### config.mk
export PLATFORM = sky130hd
export DESIGN_NAME = bin2bcd_seq
export DESIGN_NICKNAME = d
export VERILOG_FILES = /design/src/rtl/bin2bcd_pkg.sv /design/src/rtl/bcd_add3_digit.sv /design/src/rtl/bin2bcd_seq.sv
export SDC_FILE = /design/constraint.sdc
export NUM_CORES = 1
export LEC_CHECK = 0
export CAP_MARGIN = 20
export CORE_MARGIN = 8
export CORE_UTILIZATION = 45
export CTS_BUF_LIST = sky130_fd_sc_hd__clkbuf_4
export DETAILED_ROUTE_END_ITERATION = 10
export PLACE_DENSITY = 0.78
export SLEW_MARGIN = 20
export SYNTH_ARGS = -nofsm -noshare
export SYNTH_HDL_FRONTEND = slang
export SYNTH_SLANG_ARGS = --single-unit
### constraint.sdc
create_clock -name clk -period 1.9 [get_ports clk]
set_clock_uncertainty 0.1 [all_clocks]
set_input_delay 0.285 -clock clk [delete_from_list [all_inputs] [get_ports clk]]
set_output_delay 0.285 -clock clk [all_outputs]
set_load 0.01 [all_outputs]
### src/rtl/bin2bcd_pkg.sv
// rtl/bin2bcd_pkg.sv - shared types and constants for the sequential binary-to-BCD converter
package bin2bcd_pkg;

    // Converter control states
    typedef enum logic [1:0] {
        ST_IDLE  = 2'd0,
        ST_SHIFT = 2'd1,
        ST_DONE  = 2'd2
    } state_e;

    // Default number of BCD digits (matches the 4-digit display driver)
    localparam int DIGITS_DEF = 4;

    // 10^n, usable in constant expressions
    function automatic longint unsigned pow10(input int n);
        longint unsigned r;
        r = 64'd1;
        for (int i = 0; i < n; i++) begin
            r = r * 64'd10;
        end
        return r;
    endfunction

    // Largest value representable in DIGITS_DEF decimal digits
    localparam longint unsigned BCD_MAX = pow10(DIGITS_DEF) - 64'd1;

    // Saturation pattern: every nibble is 9
    localparam logic [DIGITS_DEF*4-1:0] BCD_SAT = {DIGITS_DEF{4'h9}};

endpackage

### src/rtl/bcd_add3_digit.sv
// rtl/bcd_add3_digit.sv - combinational double-dabble cell: add 3 when the nibble is 5 or more
module bcd_add3_digit (
    input  logic [3:0] din,
    output logic [3:0] dout
);

    // A nibble of 5..9 would exceed 9 after doubling; pre-adding 3 makes the shift carry correctly
    always_comb begin
        dout = din;
        if (din >= 4'd5) begin
            dout = din + 4'd3;
        end
    end

endmodule

### src/rtl/bin2bcd_seq.sv
// rtl/bin2bcd_seq.sv - sequential shift-and-add-3 binary-to-BCD converter (optional BIN2BCD_SAT_EN saturation)
module bin2bcd_seq
    import bin2bcd_pkg::*;
#(
    parameter int BIN_W  = 14,
    parameter int DIGITS = DIGITS_DEF
) (
    input  logic                  clk,
    input  logic                  rst_n,
    input  logic                  in_valid,
    output logic                  in_ready,
    input  logic [BIN_W-1:0]      bin_in,
    output logic [DIGITS*4-1:0]   bcd_out,
    output logic                  out_valid,
    output logic                  ovf
);

    // Scratch layout: [extra top nibble | DIGITS BCD nibbles | binary being shifted out]
    localparam int SCR_W = DIGITS*4 + 4 + BIN_W;
    localparam int CNT_W = $clog2(BIN_W + 1);

    localparam logic [CNT_W-1:0] LAST_CNT = CNT_W'(BIN_W - 1);
    localparam logic [BIN_W-1:0] MAX_BIN  = BIN_W'(pow10(DIGITS) - 64'd1);

    localparam logic [1:0] IDLE  = ST_IDLE;
    localparam logic [1:0] SHIFT = ST_SHIFT;
    localparam logic [1:0] DONE  = ST_DONE;

    logic [1:0]           state;
    logic [CNT_W-1:0]     cnt;
    logic [SCR_W-1:0]     scratch;
    logic [SCR_W-1:0]     adj;
    logic                 ovf_pend;
    logic [DIGITS*4-1:0]  result;

    // Add-3 correction on every BCD nibble, including the extra top one
    for (genvar g = 0; g <= DIGITS; g++) begin : g_add3
        bcd_add3_digit u_add3 (
            .din  (scratch[BIN_W + 4*g +: 4]),
            .dout (adj[BIN_W + 4*g +: 4])
        );
    end

    // The binary field passes through the correction untouched
    assign adj[BIN_W-1:0] = scratch[BIN_W-1:0];

`ifdef BIN2BCD_SAT_EN
    localparam logic [DIGITS*4-1:0] SAT_VAL = {DIGITS{4'h9}};

    // Over-range inputs clamp to all nines
    assign result = ovf_pend ? SAT_VAL : scratch[BIN_W +: DIGITS*4];
`else
    // Over-range inputs wrap: the extra top nibble is simply dropped
    assign result = scratch[BIN_W +: DIGITS*4];
`endif

    assign in_ready = (state == IDLE);

    // Control FSM, scratch datapath and held result registers
    always_ff @(posedge clk) begin
        if (!rst_n) begin
            state     <= IDLE;
            cnt       <= '0;
            scratch   <= '0;
            ovf_pend  <= 1'b0;
            bcd_out   <= '0;
            ovf       <= 1'b0;
            out_valid <= 1'b0;
        end else begin
            out_valid <= 1'b0;
            case (state)
                IDLE: begin
                    if (in_valid) begin
                        scratch  <= {{(DIGITS*4 + 4){1'b0}}, bin_in};
                        cnt      <= '0;
                        ovf_pend <= (bin_in > MAX_BIN);
                        state    <= SHIFT;
                    end
                end
                SHIFT: begin
                    scratch <= adj << 1;
                    cnt     <= cnt + 1'b1;
                    if (cnt == LAST_CNT) begin
                        state <= DONE;
                    end
                end
                DONE: begin
                    bcd_out   <= result;
                    ovf       <= ovf_pend;
                    out_valid <= 1'b1;
                    state     <= IDLE;
                end
                default: begin
                    state <= IDLE;
                end
            endcase
        end
    end

endmodule
[Word level (Yosys, flattened, before mapping)]
Cells that the tools add are included.
W data, S select, Z words.
Cells by class
  reduce and logical (&&, ||, !) cells: 5
  eq/ne operators: 5
  multiplexer cells: 13
  add/sub/neg operators: 6
  $lt $le $gt $ge: 6
Operator list (number)
  $pmux W34 S2: 1
  $mux W34: 1
  $ge A4 B3 Y1 const B: 5
  $mux W4: 5
  $add A4 B2 Y4 const B: 4
  $gt A14 B14 Y1 const B: 1
  $pmux W4 S2: 1
  $reduce_and A2 Y1: 3
  $add A4 B1 Y4 const B: 1
  $eq A4 B4 Y1 const B: 1
  $mux W2: 2
  $ne A2 B2 Y1 const B: 2
  $pmux W2 S2: 1
  $add A3 B2 Y3 const B: 1
  $mux W3: 1
  $eq A2 B1 Y1 const B: 1
  $eq A2 B2 Y1 const B: 1
  $logic_not A2 Y1: 1
  $reduce_bool A2 Y1: 1
  $mux W1: 1
Word-level totals
  word-level logic and storage cells: 42
  bits in registers: 59

[Logic depth before layout (Yosys ltp)]
Gate-level depths: netlist (run 1).
  depth after elaboration: 3
  gate-level depth with buffers: 6
  depth with buffers taken out: 6

[Hierarchy]
From an unflattened synthesis (run 1), not the netlist that was laid out.
Unflattened totals
  cell total of the unflattened synthesis: 294
  area, all modules: 2519.9 sq um
Modules (own cells, without submodules)
  bin2bcd_seq: sequential area each 1101.1 sq um, instances 1, cells an instance 230, area an instance 2114.5 sq um
  bcd_add3_digit: sequential area each 0.0 sq um, instances 4, cells an instance 16, area an instance 101.3 sq um

[Least setup slack after synthesis (run 1)]
Ideal clock, no wire load.
  path kind: register to register
  from: register scratch[15]
  to: register scratch[16]
  buffers on the path: 0
  arrival time: 1.235 ns
  path slack: 0.448 ns
  period minus slack after synthesis: 1.452 ns
  stages on the path, launching flop included: 7
  setup time: 0.117 ns
  cells stage by stage: dfxtp_1 > inv_1 > ha_1 > nand2b_1 > a21oi_1 > mux2i_1 > a22o_1
On the way
  cells in the longest elaborated chain, start to end: 3
RTL lines
  from (decl): line bin2bcd_seq.sv:31  | logic [SCR_W-1:0] scratch;
  from (signal assigned): line bin2bcd_seq.sv:74  | scratch <= {{(DIGITS*4 + 4){1'b0}}, bin_in};
  from (signal assigned): line bin2bcd_seq.sv:81  | scratch <= adj << 1;
  $add A4 B2 Y4 or $ge A4 B3 Y1 (tied branches): line bcd_add3_digit.sv:11, bcd_add3_digit.sv:10
  $mux W4 *: line bcd_add3_digit.sv:10  | if (din >= 4'd5) begin
  $pmux W34 S2 *: line bin2bcd_seq.sv:71  | case (state)
Mark *: on every way between the ends. The rest lies on a longest branch, timed or not.
A chain may end at the register's enable or synchronous reset.

[Worst setup path after layout (run 1)]
  from: register state[0]
  to: register scratch[6]
On the way
  cells in the longest elaborated chain, start to end: 3
RTL lines
  from (decl): line bin2bcd_seq.sv:29  | logic [1:0] state;
  from (signal assigned): line bin2bcd_seq.sv:62  | state <= IDLE;
  from (signal assigned): line bin2bcd_seq.sv:77  | state <= SHIFT;
  from (signal assigned): line bin2bcd_seq.sv:84  | state <= DONE;
  $eq A2 B1 Y1 or $logic_not A2 Y1 (tied branches): line bin2bcd_seq.sv:71
  $reduce_bool A2 Y1 (no line) or $ne A2 B2 Y1 (tied branches)
  $reduce_and A2 Y1 (no line)
Parallel ways exist; a longest one is shown, timed or not.

==> reports/results.tsv, run 1 <==
stage	metric	value	unit
final_layout	syn2layout_area_growth	19.76	%
cts	clk_latency	0.37	ns
sta	grt_setup_unrepaired	false	
logic_synthesis	synth_seq_area_share	0.4481	
flow_run	maxCapViolations	0	
logic_synthesis	synth_nets	309	
sta	fin_ws	0.2225	ns
sta	drv_slew	0	
sta	finalSetupTns	0	ns
power	peakVddDrop	0.3141	mV
global_routing	grtUsageTotal	0.1343	
worst_setup_path	crit_path_end_kind	register	
floorplan	rows	27	
cts	cts_root_buf	clkbuf_4	
detailed_routing	vias	2025	
cts	cts_tree	yes	
final_layout	drive_above_1_share	0.08777	
cts	cts.htree.levels	2	
sta	hold_viol	0	
power	switching_share	0.2504	
final_layout	fin_nets	346	
power	power.leakage	0.001124	µW
logic_synthesis	syn_area	2457	µm²
logic_synthesis	synth_fa_ha_area_frac	0.05092	
floorplan	dieArea	8081	µm²
sta	fin_crit_sh	0.8829	
cts	clockBufferDepth	2	
global_routing	grt_pass1_wl	9211	µm
logic_synthesis	synthXorXnorAreaFrac	0.02495	
sta	worst_slew_pin_slew	0.7825	ns
placed_design	placedInstanceArea	2894	µm²
floorplan	die_y	89.90	µm
logic_synthesis	synth_top_family_by_area	compound AO/OA/AOI/OAI gates	
detailed_routing	vias_per_cell	5.179	
detailed_routing	post-route-drc-count	0	
outcome	status	completed	
detailed_routing	drtIter0Drc	78	
sta	setup-violations-final	0	
logic_synthesis	synth_cell_types	33	
final_layout	stdcell_area	2943	µm²
sta	fmax	0.5961	GHz
logic_synthesis	avgSynthCellArea	8.714	µm²
sta	period_needed	1.678	ns
placed_design	dpl_worst_slack	-0.05755	ns
cts	path_clk_slew	0.14	ns
global_routing	grt_max_degree	21	
worst_setup_path	critPathLaunchType	register	
detailed_routing	firstDrtPassIters	4	
final_layout	antenna_cells	0	
final_layout	fin_cells	391	
worst_setup_path	required	2.13	ns
logic_synthesis	synthMuxAreaShare	0.02088	
sta	relSlewSlack	0.4783	
floorplan	io-pin-count	36	
global_routing	antenna_found_initial	0	
worst_setup_path	path_max_fanout	20	
worst_setup_path	worstPathCellList	o21bai_1 -> and2_1 -> a22oi_1 -> nand2_1	
global_routing	grt.overflow.total	0	
power	combPwrFrac	0.118	
worst_setup_path	slowest_stage	and2_1	
placed_design	place.detailed.hpwl	3745	µm
power	power_frac_clock	0.245	
worst_setup_path	cp.arrival	1.90	ns
placed_design	dpl.cell_count	384	
logic_synthesis	synth-simple-area-share	0.1935	
detailed_routing	wl_per_cell	13.16	µm
power	power.net_switching	480.1	µW
floorplan	start_util	0.4546	
sta	fin_hold_ws	0.3554	ns
power	power.density	651.6	nW/µm²
cts	cts_sinks	55	
detailed_routing	drt-total-wl	5146	µm
logic_synthesis	yosysWarningCount	0	
worst_hold_path	holdCritPathClass	register to register	
power	sequentialPowerShare	0.636	
cts	post-cts-setup-buffers	0	
detailed_routing	antenna_left	0	
global_routing	grt_pass1_vias	1986	
placed_design	io_buffers	35	
logic_synthesis	netlist_instances	282	
worst_setup_path	crit_type	register to register	
cts	cts_buffers	5	
worst_setup_path	max_stage_delay	0.66	ns
cts	hold_buffers	0	
power	internal_power	1437	µW
logic_synthesis	synth-seq-cells	55	
floorplan	die_w	89.90	µm
placed_design	place_congestion	0.8752	
logic_synthesis	synth_compound_area_frac	0.2128	
floorplan	coreArea	5405	µm²
==> final timing paths <==
kind / slack, ns / depth (start not counted) / startpoint / to
worst max-delay path: 0.22 / 4 / state[0] / scratch[6]
worst min-delay path: 0.36 / 2 / scratch[8] / scratch[9]
worst max register to register: 0.22 / 4 / state[0] / scratch[6]
worst min register to register: 0.36 / 2 / scratch[8] / scratch[9]
==> worst max-delay path, delay by kind of cell (launching register included) <==
kind,cells,cell delay (ns)
DFF,1,0.42
AOI/OAI and AO/OA,2,0.34
and+or+nand+nor,2,0.77
==> stage by stage <==
step	util	power, µW
finish	0.5444	1918
CTS	0.5444	1943
floorplan	-	1381
global placement	0.5354	1467
global route	0.5444	2029
detailed placement	0.5354	1472
==> layout by cell type, fill, tap and decap left out, drive strengths merged <==
master         count
a21boi            21
a21o               1
a21oi             12
a22o               6
a22oi              7
and2               3
and2b              1
and3               1
buf               11
clkbuf             5
clkdlybuf4s50     34
clkinv             2
dfxtp             55
dlygate4sd2        1
ha                10
inv                9
mux2               1
mux2i              4
nand2             59
nand2b             6
nand3              9
nor2              13
nor2b              9
nor3               5
nor4               1
o211a              1
o21ai             13
o21bai             1
o221a              7
o311ai             1
o31ai              3
xnor2              4
xor2               3
==> cells in the mapped netlist (all sizes together) <==
| master | count | area share |
|---|---|---|
| nor2 | 13 | 0.020 |
| ha | 10 | 0.051 |
| o21ai | 13 | 0.026 |
| o311ai | 1 | 0.0036 |
| and3 | 1 | 0.0025 |
| inv | 9 | 0.014 |
| nand3 | 9 | 0.018 |
| a21o | 1 | 0.0031 |
| and2 | 3 | 0.0087 |
| buf | 12 | 0.029 |
| mux2i | 4 | 0.016 |
| a21oi | 12 | 0.024 |
| nand2 | 59 | 0.090 |
| nor2b | 9 | 0.023 |
| xor2 | 3 | 0.011 |
| nor3 | 5 | 0.010 |
| a22o | 6 | 0.021 |
| xnor2 | 4 | 0.014 |
| clkbuf | 4 | 0.0061 |
| a22oi | 7 | 0.021 |
| nand2b | 6 | 0.015 |
| nor4 | 1 | 0.0025 |
| o21bai | 1 | 0.0031 |
| mux2 | 1 | 0.0046 |
| and2b | 1 | 0.0031 |
| o31ai | 3 | 0.0092 |
| dfxtp | 55 | 0.45 |
| o221a | 7 | 0.032 |
| a21boi | 21 | 0.064 |
| o211a | 1 | 0.0041 |
==> registers in the layout, summed over array words and instances (netlist names) <==
signal and count:
ovf_pend 1, cnt 4, ovf 1, state 2, out_valid 1, scratch 30, bcd_out 16
==> cell type report <==
class	count	area [µm²]
fillers	511	2462
clock buffers	5	37.54
multi-input cells	202	1239
well taps	72	90.09
flip-flops and latches	55	1102
inverters	9	33.78
repair buffers	46	431.7
clock inverters	2	8.758
==> layer usage <==
layer	global-route usage	up-vias	routed length [µm]
met3	0.04904	5	314
met1	0.1660	938	2463
li1	-	1039	-
met5	0	-	0
met2	0.2172	43	2328
met4	0.02913	0	40
==> cell families after synthesis <==
kind of cell	after synthesis
adder cells (fa/ha/maj)	10
XOR/XNOR	7
multiplexers	5
flip-flops	55
buffers and inverters	25
AND/OR/NAND/NOR	107
AO/OA/AOI/OAI	73
==> repair_timing <==
item	CTS	global route
hold endpoints to repair	0	0
resized for setup	3	0
endpoints found under the setup margin	1	0
==> power by group through the flow <==
stage                     clock, µW  combinational, µW  sequential, µW
after floorplan                   0                145            1240
after global placement            0                224            1240
after detailed placement          0                228            1240
after CTS                       495                228            1220
after global routing            554                249            1230
final                           470                227            1220
No activity file was read; power rests on OpenSTA's default activity.
==> run 2: changes to the inputs <==
- PLACE_DENSITY: 0.78 -> 0.71
==> run 2 against run 1 <==
Core utilization increased by 0.60 points. Non-clock buffer count increased by 2. Via count increased by 1.9%. Sequential share of layout area decreased by 0.41 points. Power increased by 2.0%. Critical path depth decreased by 3. Critical path type is now register to primary output.
==> reports/results.tsv, run 2 (same netlist as run 1, synthesis figures left out) <==
stage	metric	value	unit
worst_setup_path	worstPathCellList	clkdlybuf4s50_1	
flow_run	maxCapViolations	0	
sta	fmax	0.5989	GHz
cts	cts_buffers	5	
worst_setup_path	cp.arrival	1.28	ns
power	internal_power	1453	µW
cts	hold_buffers	0	
floorplan	coreArea	5405	µm²
floorplan	die_w	89.90	µm
sta	finalSetupTns	0	ns
outcome	status	completed	
detailed_routing	post-route-drc-count	0	
detailed_routing	wl_per_cell	13.63	µm
worst_setup_path	crit_type	register to primary output	
sta	worst_slew_pin_slew	0.3445	ns
final_layout	final_common_cell	nand2_1	
sta	drv_slew	0	
power	power.density	657.4	nW/µm²
cts	cts_sinks	55	
placed_design	place.detailed.hpwl	3908	µm
global_routing	grt.overflow.total	0	
worst_setup_path	required	1.51	ns
final_layout	final_cell_mix	59 x nand2_1, 54 x dfxtp_1, 34 x clkdlybuf4s50_1	
power	power.net_switching	503.5	µW
sta	setup-violations-final	0	
worst_setup_path	slowest_stage	clkdlybuf4s50_1	
sta	grt_setup_unrepaired	false	
placed_design	place_congestion	0.8530	
sta	fin_crit_sh	0.8788	
cts	post-cts-setup-buffers	0	
cts	cts.htree.levels	2	
floorplan	io-pin-count	36	
detailed_routing	drt-total-wl	5357	µm
detailed_routing	drtIter0Drc	58	
power	combPwrFrac	0.121	
global_routing	antenna_found_initial	0	
floorplan	die_y	89.90	µm
global_routing	grtUsageTotal	0.1369	
detailed_routing	antenna_left	0	
power	power.leakage	0.001141	µW
power	power_frac_clock	0.255	
worst_setup_path	crit_path_end_kind	primary output	
final_layout	syn2layout_area_growth	21.08	%
power	sequentialPowerShare	0.623	
global_routing	grt_max_degree	20	
cts	cts_root_buf	clkbuf_4	
sta	fin_hold_ws	0.3514	ns
final_layout	largestRegisters	scratch (30), bcd_out (16), cnt (4)	
sta	hold_viol	0	
worst_setup_path	path_max_fanout	2	
worst_setup_path	ff2ff_path_depth	6	
final_layout	largest_reg_flops	30	
worst_hold_path	min_to	scratch[9]	
floorplan	rows	27	
final_layout	top_register	scratch	
worst_hold_path	min_from	scratch[8]	
sta	relSlewSlack	0.7698	
worst_setup_path	reg2reg_from	scratch[19]	
worst_setup_path	path_buf_inv	1	
worst_setup_path	reg2reg_slack	0.29	ns
cts	path_clk_slew	0.16	ns
detailed_routing	vias	2064	
worst_hold_path	hold_depth	2	
floorplan	dieArea	8081	µm²
worst_setup_path	max_stage_delay	0.54	ns
worst_setup_path	worst_r2r_endpoint	scratch[20]	
worst_setup_path	cp_top_family	buffers and inverters	
cts	clockBufferDepth	2	
detailed_routing	vias_per_cell	5.252	
detailed_routing	firstDrtPassIters	4	
power	peakVddDrop	0.3073	mV
floorplan	start_util	0.4546	
power	switching_share	0.2574	
global_routing	grt_pass1_wl	9411	µm
final_layout	antenna_cells	0	
cts	cts.repair.resized	3	
cts	cts_tree	yes	
sta	period_needed	1.670	ns
final_layout	drive_above_1_share	0.09657	
worst_setup_path	setup.worst_path.start	bcd_out[3]	
global_routing	grt_pass1_vias	2048	
worst_setup_path	critPathLaunchType	register	
placed_design	io_buffers	35	
cts	clk_latency	0.37	ns
worst_hold_path	holdCritPathClass	register to register	
final_layout	fin_nets	348	
[run 2: tightest hold or removal path, stage by stage, from the launching register on]
cell     delay (ns)
dfxtp_1        0.34
nand2_1        0.05
nand2_1        0.04
[run 2: how the worst max path moves through the flow]
stage,slack [ns],cells past startpoint,to
detailed placement,0.16,5,ovf_pend
global placement,0.18,4,ovf_pend
floorplan,0.45,6,scratch[16]
global route,0.15,1,bcd_out[3]
finish,0.23,1,bcd_out[3]
CTS,0.20,1,bcd_out[3]
[run 2: per-layer routing]
metal / share of wire / track usage / vias up
li1: - / - / 1048
met3: 0.055 / 0.04489 / 8
met4: 0.015 / 0.04438 / 0
met5: 0 / 0 / -
met1: 0.47 / 0.1672 / 959
met2: 0.46 / 0.2215 / 49
[run 2: cell type report]
type	count	area [µm²]
Sequential cell	55	1102
Timing Repair Buffer	48	459.2
Fill cell	509	2430
Inverter	9	33.78
Clock buffer	5	37.54
Multi-Input combinational cell	202	1239
Tap cell	72	90.09
Clock inverter	2	13.76
[run 2: through the flow]
stage	instances	area, µm²	utilization	setup slack, ns	power [µW]
after detailed placement	386	2922	0.5405	0.1577	1481
final	393	2975	0.5505	0.2302	1956
after CTS	393	2975	0.5505	0.2030	1973
after global routing	393	2975	0.5505	0.1534	2060
after global placement	386	2922	0.5405	0.1755	1480
after floorplan	282	2457	-	0.4478	1381
[run 2: power groups by stage]
stage                     logic (µW)  registers (µW)  clock network [µW]
after floorplan                  145            1240                   0
after global placement           236            1240                   0
after detailed placement         238            1240                   0
after CTS                        238            1220                 515
after global routing             263            1230                 572
final                            237            1220                 500
==> run 3: changes to the inputs <==
- DONT_BUFFER_PORTS: not set -> 1
- PLACE_DENSITY: 0.71 -> 0.63
- clock period: 1.9 -> 1.7 ns (I/O delays scaled with it)
==> run 3 against run 2 <==
Via count down 6.3%. Register-to-register slack worse by 0.14 ns. Clock power rose by 40%. Count of clock-buffer cells in the layout stayed put. Critical path depth is 5 higher. Sequential power grew 11%. First-iteration DRC count grew 78%. Combinational power fell by 3%. Largest cell class unchanged.
==> reports/results.tsv, run 3 (same netlist as run 1, synthesis figures left out) <==
stage	metric	value	unit
outcome	status	completed	
final_layout	final_common_cell	nand2_1	
detailed_routing	vias_per_cell	5.241	
final_layout	largestRegisters	scratch (30), bcd_out (16), cnt (4)	
worst_hold_path	holdCritPathClass	input port to register	
sta	fmax	0.6440	GHz
final_layout	syn2layout_area_growth	11.51	%
worst_setup_path	worstPathCellList	inv_1 -> ha_1 -> nand2b_1 -> a21oi_1 -> mux2i_1 -> a22o_1	
worst_setup_path	cp.arrival	1.78	ns
floorplan	rows	27	
worst_setup_path	reg2reg_slack	0.15	ns
power	peakVddDrop	0.3876	mV
final_layout	largest_reg_flops	30	
global_routing	grt_pass1_wl	9135	µm
sta	fin_ws	0.1472	ns
detailed_routing	vias	1934	
sta	worst_slew_pin_slew	0.5478	ns
worst_setup_path	max_stage_delay	0.39	ns
worst_setup_path	required	1.93	ns
placed_design	place.detailed.hpwl	3553	µm
final_layout	antenna_cells	0	
worst_setup_path	path_max_fanout	4	
cts	path_clk_slew	0.15	ns
worst_hold_path	min_to	scratch[4]	
worst_setup_path	critPathLaunchType	register	
detailed_routing	wl_met3	348	µm
final_layout	top_register	scratch	
detailed_routing	routed.top_layer	met4	
cts	post-cts-setup-buffers	0	
cts	cts_root_buf	clkbuf_4	
worst_setup_path	cp.depth	6	
sta	setup-violations-final	0	
placed_design	place_congestion	0.7592	
worst_setup_path	crit_type	register to register	
cts	cts_sinks	55	
detailed_routing	drtIter0Drc	103	
floorplan	die_y	89.90	µm
power	power.density	836.1	nW/µm²
detailed_routing	met1Wirelength	2529	µm
detailed_routing	drt-total-wl	5260	µm
worst_setup_path	slowest_stage	dfxtp_1	
floorplan	die_w	89.90	µm
floorplan	io-pin-count	36	
placed_design	io_buffers	0	
floorplan	start_util	0.4546	
sta	period_needed	1.553	ns
worst_setup_path	path_buf_inv	1	
worst_hold_path	min_from	in_valid	
final_layout	final_cell_mix	59 x nand2_1, 55 x dfxtp_1, 21 x a21boi_0	
cts	clockBufferDepth	2	
placed_design	dpl_worst_slack	0.1293	ns
worst_hold_path	hold_depth	2	
sta	relSlewSlack	0.6348	
worst_setup_path	ff2ff_path_depth	6	
global_routing	grt_pass1_vias	1894	
global_routing	grt.overflow.total	0	
sta	hold_viol	0	
sta	fin_crit_sh	0.9134	
cts	clk_latency	0.37	ns
power	power	2291	µW
sta	fin_hold_ws	0.08247	ns
detailed_routing	antenna_left	0	
final_layout	fin_nets	323	
sta	grt_setup_unrepaired	false	
detailed_routing	wl_per_cell	14.25	µm
sta	drv_slew	0	
final_layout	drive_above_1_share	0.1044	
worst_setup_path	crit_path_end_kind	register	
detailed_routing	firstDrtPassIters	4	
cts	cts.htree.levels	2	
global_routing	grtUsageTotal	0.1340	
global_routing	antenna_found_initial	0	
cts	cts_tree	yes	
power	power.leakage	0.001062	µW
worst_setup_path	cp_top_family	compound AO/OA/AOI/OAI gates	
worst_setup_path	worst_r2r_endpoint	scratch[20]	
cts	cts_buffers	5	
global_routing	grt_max_degree	35	
floorplan	coreArea	5405	µm²
floorplan	dieArea	8081	µm²
sta	finalSetupTns	0	ns
flow_run	maxCapViolations	0	
detailed_routing	wl_met2	2326	µm
worst_setup_path	reg2reg_from	scratch[19]	
detailed_routing	post-route-drc-count	0	
[run 3: routing by layer]
| layer | track usage | up-vias |
|---|---|---|
| li1 | - | 987 |
| met1 | 0.1673 | 897 |
| met2 | 0.2074 | 43 |
| met3 | 0.04988 | 7 |
| met4 | 0.04438 | 0 |
| met5 | 0 | - |
[run 3: per-stage QoR]
stage                       util  area, µm²  std cells
final                     0.5069       2740        369
after CTS                 0.5065       2738        369
after global routing      0.5069       2740        369
after detailed placement  0.4720       2551        350
after floorplan                -       2457        282
after global placement    0.4720       2551        350
[run 3: worst max-delay path by stage]
stage | end | slack [ns] | start
after floorplan | scratch[16] | 0.25 | scratch[15]
after global placement | scratch[20] | 0.20 | scratch[19]
after detailed placement | scratch[16] | 0.13 | scratch[15]
after CTS | scratch[11] | 0.05 | rst_n
after global routing | scratch[20] | 0.01 | scratch[19]
final | scratch[20] | 0.15 | scratch[19]
[run 3: worst register-to-register path: cells and delay by family, from the launching register on]
kind / cells / cell delay, ns
buffers and inverters: 1 / 0.08
AO/OA/AOI/OAI: 2 / 0.42
AND/OR/NAND/NOR: 1 / 0.13
multiplexers: 1 / 0.23
adder cells (fa/ha/maj): 1 / 0.17
flip-flops: 1 / 0.39
[run 3: power by group]
part | total (µW) | switching (µW) | leakage (µW) | internal (µW)
clock | 698 | 394 | 0.0000426 | 303
combinational | 230 | 115 | 0.000573 | 115
sequential | 1360 | 31.0 | 0.000447 | 1330
total | 2290 | 540 | 0.00106 | 1750
[run 3: timing repair]
item / CTS / global route
setup endpoints to repair: 0 / 2
hold buffers: 11 / 0
hold endpoints to repair: 40 / 0
gates resized for setup: 0 / 2
[run 3: area by class of cell]
cell class	count	area (µm²)
Multi-Input combinational cell	202	1244
Clock inverter	3	38.79
Inverter	9	33.78
Sequential cell	55	1101
Tap cell	72	90.09
Fill cell	538	2665
Clock buffer	5	37.54
Timing Repair Buffer	23	195.2
